**config.mk**
```make
export PLATFORM = sky130hd
export DESIGN_NAME = qspi_fetch_buffer
export DESIGN_NICKNAME = d
export VERILOG_FILES = /design/src/rtl/qspi_fetch_buffer.sv
export SDC_FILE = /design/constraint.sdc
export NUM_CORES = 1
export LEC_CHECK = 0
export CAP_MARGIN = 40
export CORE_ASPECT_RATIO = 0.7
export CORE_MARGIN = 10
export CORE_UTILIZATION = 55
export CTS_CLUSTER_SIZE = 8
export DETAILED_ROUTE_END_ITERATION = 12
export PLACE_DENSITY_LB_ADDON = 0.05
export SETUP_SLACK_MARGIN = 0.2
export SLEW_MARGIN = 20
export SYNTH_ARGS = -nofsm -noshare
export SYNTH_HDL_FRONTEND = slang
export SYNTH_SLANG_ARGS = --single-unit
```
**constraint.sdc**
```tcl
create_clock -name s_pclk -period 17.2 [get_ports s_pclk]
set_input_delay 1.72 -clock s_pclk [delete_from_list [all_inputs] [get_ports s_pclk]]
set_output_delay 1.72 -clock s_pclk [all_outputs]
set_load 0.1 [all_outputs]
```
**src/rtl/qspi_fetch_buffer.sv**
```systemverilog
// Direct-mapped read-only line buffer for XIP fetch from QSPI flash; hits answer in 1 cycle,
// misses issue one APB-style 64-bit line read, fill the line and answer the cycle after m_pready.
module qspi_fetch_buffer #(
  parameter int LINES = 8,
  parameter int CNT_W = 16
) (
  input  logic             s_pclk,
  input  logic             s_presetn,
  input  logic             f_req_valid,
  output logic             f_req_ready,
  input  logic [23:0]      f_req_addr,
  output logic             f_rsp_valid,
  output logic [31:0]      f_rsp_data,
  input  logic             inv_i,
  output logic [31:0]      m_paddr,
  output logic             m_psel,
  output logic             m_penable,
  output logic             m_pwrite,
  input  logic             m_pready,
  input  logic [63:0]      m_prdata,
  output logic [CNT_W-1:0] miss_cnt
);
  localparam int IDX_W = $clog2(LINES);
  localparam int TAG_W = 21 - IDX_W;

  typedef enum logic [2:0] {IDLE, HIT_RSP, FILL_SETUP, FILL_ACCESS, FILL_RSP} state_t;

  state_t            state_q, state_d;
  logic [LINES-1:0]  vld_q;
  logic [TAG_W-1:0]  tag_q  [LINES];
  logic [63:0]       data_q [LINES];
  logic [23:2]       addr_q;
  logic              inv_pend_q;

  logic [IDX_W-1:0]  req_idx, fill_idx;
  logic [TAG_W-1:0]  req_tag, fill_tag;
  logic [63:0]       rd_line;
  logic [31:0]       hit_word;
  logic              accept, hit, fill_done;
  logic              unused_addr;

  assign unused_addr = &{1'b0, f_req_addr[1:0]};

  assign req_idx  = f_req_addr[3 +: IDX_W];
  assign req_tag  = f_req_addr[23 : 3+IDX_W];
  assign fill_idx = addr_q[3 +: IDX_W];
  assign fill_tag = addr_q[23 : 3+IDX_W];
  assign rd_line  = data_q[req_idx];
  assign hit_word = f_req_addr[2] ? rd_line[63:32] : rd_line[31:0];

  assign accept    = f_req_valid && f_req_ready;
  // An invalidate coinciding with the accept forces a miss.
  assign hit       = vld_q[req_idx] && (tag_q[req_idx] == req_tag) && !inv_i;
  assign fill_done = (state_q == FILL_ACCESS) && m_pready;
  assign m_pwrite  = 1'b0;

  always_comb begin
    state_d     = state_q;
    f_req_ready = 1'b0;
    f_rsp_valid = 1'b0;
    m_psel      = 1'b0;
    m_penable   = 1'b0;
    case (state_q)
      IDLE: begin
        f_req_ready = 1'b1;
        if (f_req_valid) state_d = hit ? HIT_RSP : FILL_SETUP;
      end
      HIT_RSP: begin
        f_rsp_valid = 1'b1;
        state_d     = IDLE;
      end
      FILL_SETUP: begin
        m_psel  = 1'b1;
        state_d = FILL_ACCESS;
      end
      FILL_ACCESS: begin
        m_psel    = 1'b1;
        m_penable = 1'b1;
        if (m_pready) state_d = FILL_RSP;
      end
      FILL_RSP: begin
        f_rsp_valid = 1'b1;
        state_d     = IDLE;
      end
      default: state_d = IDLE;
    endcase
  end

  always_ff @(posedge s_pclk or negedge s_presetn) begin
    if (!s_presetn) begin
      state_q    <= IDLE;
      vld_q      <= '0;
      addr_q     <= '0;
      inv_pend_q <= 1'b0;
      f_rsp_data <= '0;
      m_paddr    <= '0;
      miss_cnt   <= '0;
    end else begin
      state_q <= state_d;
      if (inv_i) vld_q <= '0;
      if (accept) begin
        addr_q     <= f_req_addr[23:2];
        inv_pend_q <= 1'b0;
        if (hit) begin
          f_rsp_data <= hit_word;
        end else begin
          m_paddr <= {8'h00, f_req_addr[23:3], 3'b000};
          if (miss_cnt != '1) miss_cnt <= miss_cnt + CNT_W'(1);
        end
      end
      // Remember an invalidate seen while the fill is in flight so the new line lands invalid.
      if (inv_i && (state_q == FILL_SETUP || state_q == FILL_ACCESS)) inv_pend_q <= 1'b1;
      if (fill_done) begin
        vld_q[fill_idx] <= !(inv_i || inv_pend_q);
        f_rsp_data      <= addr_q[2] ? m_prdata[63:32] : m_prdata[31:0];
      end
    end
  end

  always_ff @(posedge s_pclk) begin
    if (fill_done) begin
      data_q[fill_idx] <= m_prdata;
      tag_q[fill_idx]  <= fill_tag;
    end
  end
endmodule

```
# Word-level counts from Yosys, hierarchy flattened
# Memories as Yosys holds them, arrays and structs flattened.
# Index checks and enable logic that the tools add are counted.
[word_totals] n_memories=2 mem_bits_rw=656 inputBits=93 word_cells=66 reg_bits=103
[memory_table] memory="data_q" depth=8 width=64 rd=1 rd_clocked_by_memory_dff=0 write_ports=1 line_no="31" source="logic [63:0] data_q [LINES];"
[memory_table] memory="tag_q" depth=8 width=18 rd=1 rd_clocked_by_memory_dff=0 write_ports=1 line_no="30" source="logic [TAG_W-1:0] tag_q [LINES];"
[op_classes] order_cmp=3 bitwise=1 n_mux=24 reduce_logical=20 eq_ne=8 addsub=1
[ops] operator="$mux 32" count=5
[ops] operator="$eq 18x18->1" count=1
[ops] operator="$add 16x1->16 const B" count=1
[ops] operator="$mux 8" count=2
[ops] operator="$ne 16x16->1 const B" count=1
[ops] operator="$mux 1" count=10
[ops] operator="$pmux 3 s3" count=1
[ops] operator="$bwmux 8" count=1
[ops] operator="$lt 3x4->1 const B" count=2
[ops] operator="$eq 3x2->1 const B" count=2
[ops] operator="$logic_and 1x1->1" count=6
[ops] operator="$mux 3" count=2
[ops] operator="$reduce_and 2->1" count=3
[ops] operator="$reduce_bool 2->1" count=3
[ops] operator="$ne 2x2->1 const B" count=2
[ops] operator="$reduce_or 2->1" count=2
[ops] operator="$bmux 1 s3" count=1
[ops] operator="$demux 1 s3" count=1
[ops] operator="$eq 3x1->1 const B" count=1
[ops] operator="$eq 3x3->1 const B" count=1
[ops] operator="$ge 3x1->1 const B" count=1
[ops] operator="$logic_not 3->1" count=1
[ops] operator="$reduce_and 3->1" count=1
[ops] operator="$logic_not 1->1" count=2
[ops] operator="other kinds (3)" count=4

# Depth between registers and ports, before layout
[depth] depth_word=7 mapped_depth=12

# Worst setup path after synthesis
# OpenSTA, ideal clock, no wires.
[synth_path] path_kind="reg2reg" from="register state_q[1]" to="register vld_q[0]" path_buffers=0 stages_incl_launch_ff=7 path_slack_ns=5.414 t_arrival_ns=11.655 required_time_ns=17.069 period_less_slack_ns=11.786 cell_sequence="dfrtp_1 nor2b_1 and2_1 nand2_1 nor4_1 mux2i_1 nor2_1"
[synth_via] elab_chain_cells=3
[synth_rtl] element="from (decl)" line_no="28" source="state_t state_q, state_d;"
[synth_rtl] element="from (signal assigned)" line_no="99" source="state_q <= state_d;"
[synth_rtl] element="$eq 3x2->1" line_no="54" source="assign fill_done = (state_q == FILL_ACCESS) && m_pready;"
[synth_rtl] element="$logic_and 1x1->1" line_no="54"
[synth_rtl] element="$mux 8" line_no="113" source="if (fill_done) begin"
[synth_rtl] element="to (signal, indexed assignment)" line_no="114" source="vld_q[fill_idx] <= !(inv_i || inv_pend_q);"
[synth_rtl] element="to (decl)" line_no="29" source="logic [LINES-1:0] vld_q;"
# No other way between the ends.
# A chain may end at the register's enable or synchronous reset.

# Final worst setup path
[layout_path] from="input port f_req_addr[4]" to="register miss_cnt[1]"
[layout_via] elab_chain_cells=6 word_cells_on_any_way=8 cone_classes="eq/ne (1); mux (2); bitwise (1); reduce/logical (3); memory (1)"
[layout_rtl] element="from (decl)" line_no="11" source="input logic [23:0] f_req_addr,"
[layout_rtl] element="$mem_v2 8x18 or $bmux 1 s3 (tied branches)"
[layout_rtl] element="$eq 18x18->1 or $mux 1 (tied branches)" line_no="53" source="assign hit = vld_q[req_idx] && (tag_q[req_idx] == req_tag) && !inv_i;"
[layout_rtl] element="$logic_and 1x1->1 (*) (2 in series)" line_no="53"
[layout_rtl] element="$not 1->1 (no source line) (*)"
[layout_rtl] element="$reduce_and 3->1 (no source line) (*)"
[layout_rtl] element="to (signal assigned)" line_no="108" source="if (miss_cnt != '1) miss_cnt <= miss_cnt + CNT_W'(1);"
[layout_rtl] element="to (decl)" line_no="21" source="output logic [CNT_W-1:0] miss_cnt"
# Mark *: on every way between the ends. The rest lies on a longest branch, timed or not. The select of a mux whose other input is x is not followed.

==> results.py <==
metrics = {
    "outcome": {
        "status": "finished, final reports clean",
    },
    "floorplan": {
        "core.rowCount": 71,
        "die_height_um": 215,
        "die_area_um2": 64100,
        "core_region_area_um2": 53700,
        "start_util": 0.556,
        "num_io_pins": 178,
        "die_x_um": 298,
    },
    "critical_path": {
        "crit_path_max_fanout": 40,
        "max_stage_delay_ps": 580,
        "startpoint_type": "input pin",
        "critPathKind": "input pin to register",
        "crit_path_cell_trace": "buf_6, buf_16, buf_4, buf_16, nor2b_1, a22o_1, nor3_1, or3_1, or4_4, o21bai_4, buf_16, nor2_1, mux2_1",
        "cp.required_ps": 17700,
        "cp_top_family": "simple AND/OR/NAND/NOR gates",
        "arrival_ps": 5990,
        "crit_top_cell": "buf_16",
        "slowest_stage": "or4_4",
        "worstSetupEndpointType": "register",
        "crit_buf_inv": 5,
    },
    "timing": {
        "finalSetupViolCount": 0,
        "rsz0062_at_grt": "no",
        "fin_setup_tns_ps": 0,
        "skew_ps": 17.5,
        "slew_violations": 0,
        "fin_hold_ws_ps": 487,
        "post-route-min-period_ps": 5480,
        "period_share": 0.319,
        "fmax_mhz": 182,
        "worst_pin_slew_ps": 852,
        "slew_headroom": 0.432,
        "hold_viol": 0,
    },
    "yosys": {
        "yosys-top-cells-count": "edfxtp_1, mux4_2, dfrtp_1, mux2i_1, nor2b_1",
        "yosysUniqueCellTypes": 45,
        "synth.most_common_cell": "edfxtp_1",
        "synth_top_area_share": 0.661,
        "synth_edf_count": 656,
        "avgSynthCellArea_um2": 21.1,
        "syn_inst": 1410,
        "async_flop_share": 0.136,
        "ys_seq_area_frac": 0.747,
        "synthFlopType": "edfxtp_1",
        "synth_top_area_cell": "edfxtp_1",
        "ys_ff_latch": 759,
        "synth_area_um2": 29800,
        "ys_warn_count": 0,
        "synth_area_leaders": "edfxtp_1, mux4_2, dfrtp_1",
    },
    "clock_network": {
        "postCtsHoldBufs": 0,
        "cts_sinks": 759,
        "cts_root_buf": "clkbuf_16",
        "post_cts_buffers": 0,
        "htreeDepth": 3,
        "cts_max_path_buffers": 3,
        "clk_pin_slew_worst_paths_ps": 50,
        "cts_buffers": 104,
        "clk_latency_ps": 640,
        "cts_resized": 0,
        "tritoncts": "built",
    },
    "layout": {
        "layout.nets": 1812,
        "drive_above_1_share": 0.254,
        "nFillCells": 3455,
        "area_growth_pct": 23.0,
    },
    "global_routing": {
        "grt_pass1_vias": 15740,
        "grt_antenna_before_repair": 5,
        "grt_overflow": 0,
        "grt_max_degree": 66,
        "grt_pass1_wl_mm": 98.3,
        "grt_use_total": 0.202,
    },
    "power": {
        "ir_worst_vdd_v": 0.000174,
        "total_power_mw": 5.65,
        "cellPowerDensity_nw_per_um2": 154,
        "power.leakage_nw": 12.3,
    },
    "drt": {
        "ant_nets": 0,
        "wl_met3_mm": 3.70,
        "vias_per_cell": 5.88,
        "wl_met2_mm": 30.6,
        "wl_met1_mm": 28.5,
        "drc": 0,
        "drt_iter0_markers": 1253,
        "vias": 14856,
        "post_drt_wl_per_cell_um": 25.3,
        "firstDrtPassIters": 5,
        "top_layer_used": "met5",
        "wl_mm": 63.9,
    },
    "place": {
        "place_congestion": 0.752,
        "port_buffers": 163,
        "dp_hpwl_mm": 35.7,
    },
    "hold_path": {
        "min_path_type": "register to register",
    },
    "job": {
        "cap_violations": 0,
    },
}
stage by stage:
stage | setup slack (ps) | cells | cell area (um^2) | util
final | 11720 | 2527 | 36700 | 0.684
after global routing | 11530 | 2526 | 36700 | 0.684
after CTS | 11620 | 2525 | 36700 | 0.683
after detailed placement | 10950 | 2341 | 33700 | 0.628
after global placement | 10650 | 2257 | 32200 | 0.601
after floorplan | 5410 | 1421 | 29900 | -
area by class of cell:
type	instances	area [um^2]	area share
Antenna cell	1	2.50	0.0000682
Clock buffer	181	2960	0.0806
Clock inverter	3	26.3	0.000716
Inverter	6	22.5	0.000614
Multi-Input combinational cell	572	7180	0.196
Sequential cell	759	22300	0.607
Tap cell	730	913	0.0249
Timing Repair Buffer	275	3310	0.0903
cell usage in the layout, fill, tap and decap left out, types with 6 or more instances in the layout:
cell,Yosys,routed
nor3_1,19,15
clkbuf_1,31,74
a22o_1,6,6
mux4_2,186,186
clkbuf_16,0,107
o21a_1,6,6
buf_8,0,67
conb_1,1,12
mux2_1,25,25
nor4_1,12,11
xnor2_1,14,14
nor2b_1,38,38
dfrtp_1,103,102
clkdlybuf4s50_1,0,158
nand3_1,7,7
mux2i_1,67,67
edfxtp_1,656,656
buf_4,16,29
nand2b_1,6,6
a21oi_1,35,35
inv_1,6,6
nand2_1,15,14
nor2_1,18,15
a211oi_1,33,33
xor2_1,11,11
mux2_2,29,29
buf_16,0,17
worst paths after layout:
check / start / to / slack (ps) / depth (start not counted)
max reg2reg: state_q[1]$_DFFE_PN0P_ / data_q[6][26]$_DFFE_PP_ / 13460 / 8
max in group asynchronous: s_presetn / m_paddr[15]$_DFFE_PN0P_ / 14500 / 3
min: m_paddr[14]$_DFFE_PN0P_ / m_paddr[14]$_DFFE_PN0P_ / 490 / 1
max: f_req_addr[4] / miss_cnt[1]$_DFFE_PN0P_ / 11720 / 13
min in group asynchronous: s_presetn / f_rsp_data[16]$_DFFE_PN0P_ / 1070 / 1
min reg2reg: m_paddr[14]$_DFFE_PN0P_ / m_paddr[14]$_DFFE_PN0P_ / 490 / 1
cell families (layout without fill, tap and decap cells):
| kind of cell | after synthesis | after routing | share of synthesized area |
|---|---|---|---|
| other | 1 | 13 | 0.000126 |
| AOI/OAI and AO/OA | 92 | 92 | 0.0206 |
| DFF | 759 | 759 | 0.747 |
| muxes | 307 | 307 | 0.183 |
| adders and majority gates | 1 | 1 | 0.000420 |
| xor gates and xnor gates | 25 | 25 | 0.00734 |
| buffers and inverters | 90 | 465 | 0.0155 |
| and+or+nand+nor | 135 | 135 | 0.0256 |
registers in the layout, indices dropped and copies added, names as in the netlist:
signal	cells
miss_cnt	16
vld_q	8
addr_q	22
data_q	512
tag_q	144
f_rsp_data	32
state_q	3
inv_pend_q	1
m_paddr	21
routing by layer:
metal  track usage  vias to the layer above
met2         0.313                      443
met1         0.294                     7851
li1              -                     6470
met4        0.0468                        6
met3        0.0413                       86
met5             0                        -
power by group:
group | internal, mW | switching (mW) | leakage, nW
Combinational | 0.541 | 0.899 | 3.71
Clock | 1.15 | 0.713 | 1.42
Sequential | 2.23 | 0.125 | 7.14
No activity file was read; power rests on OpenSTA's default activity.
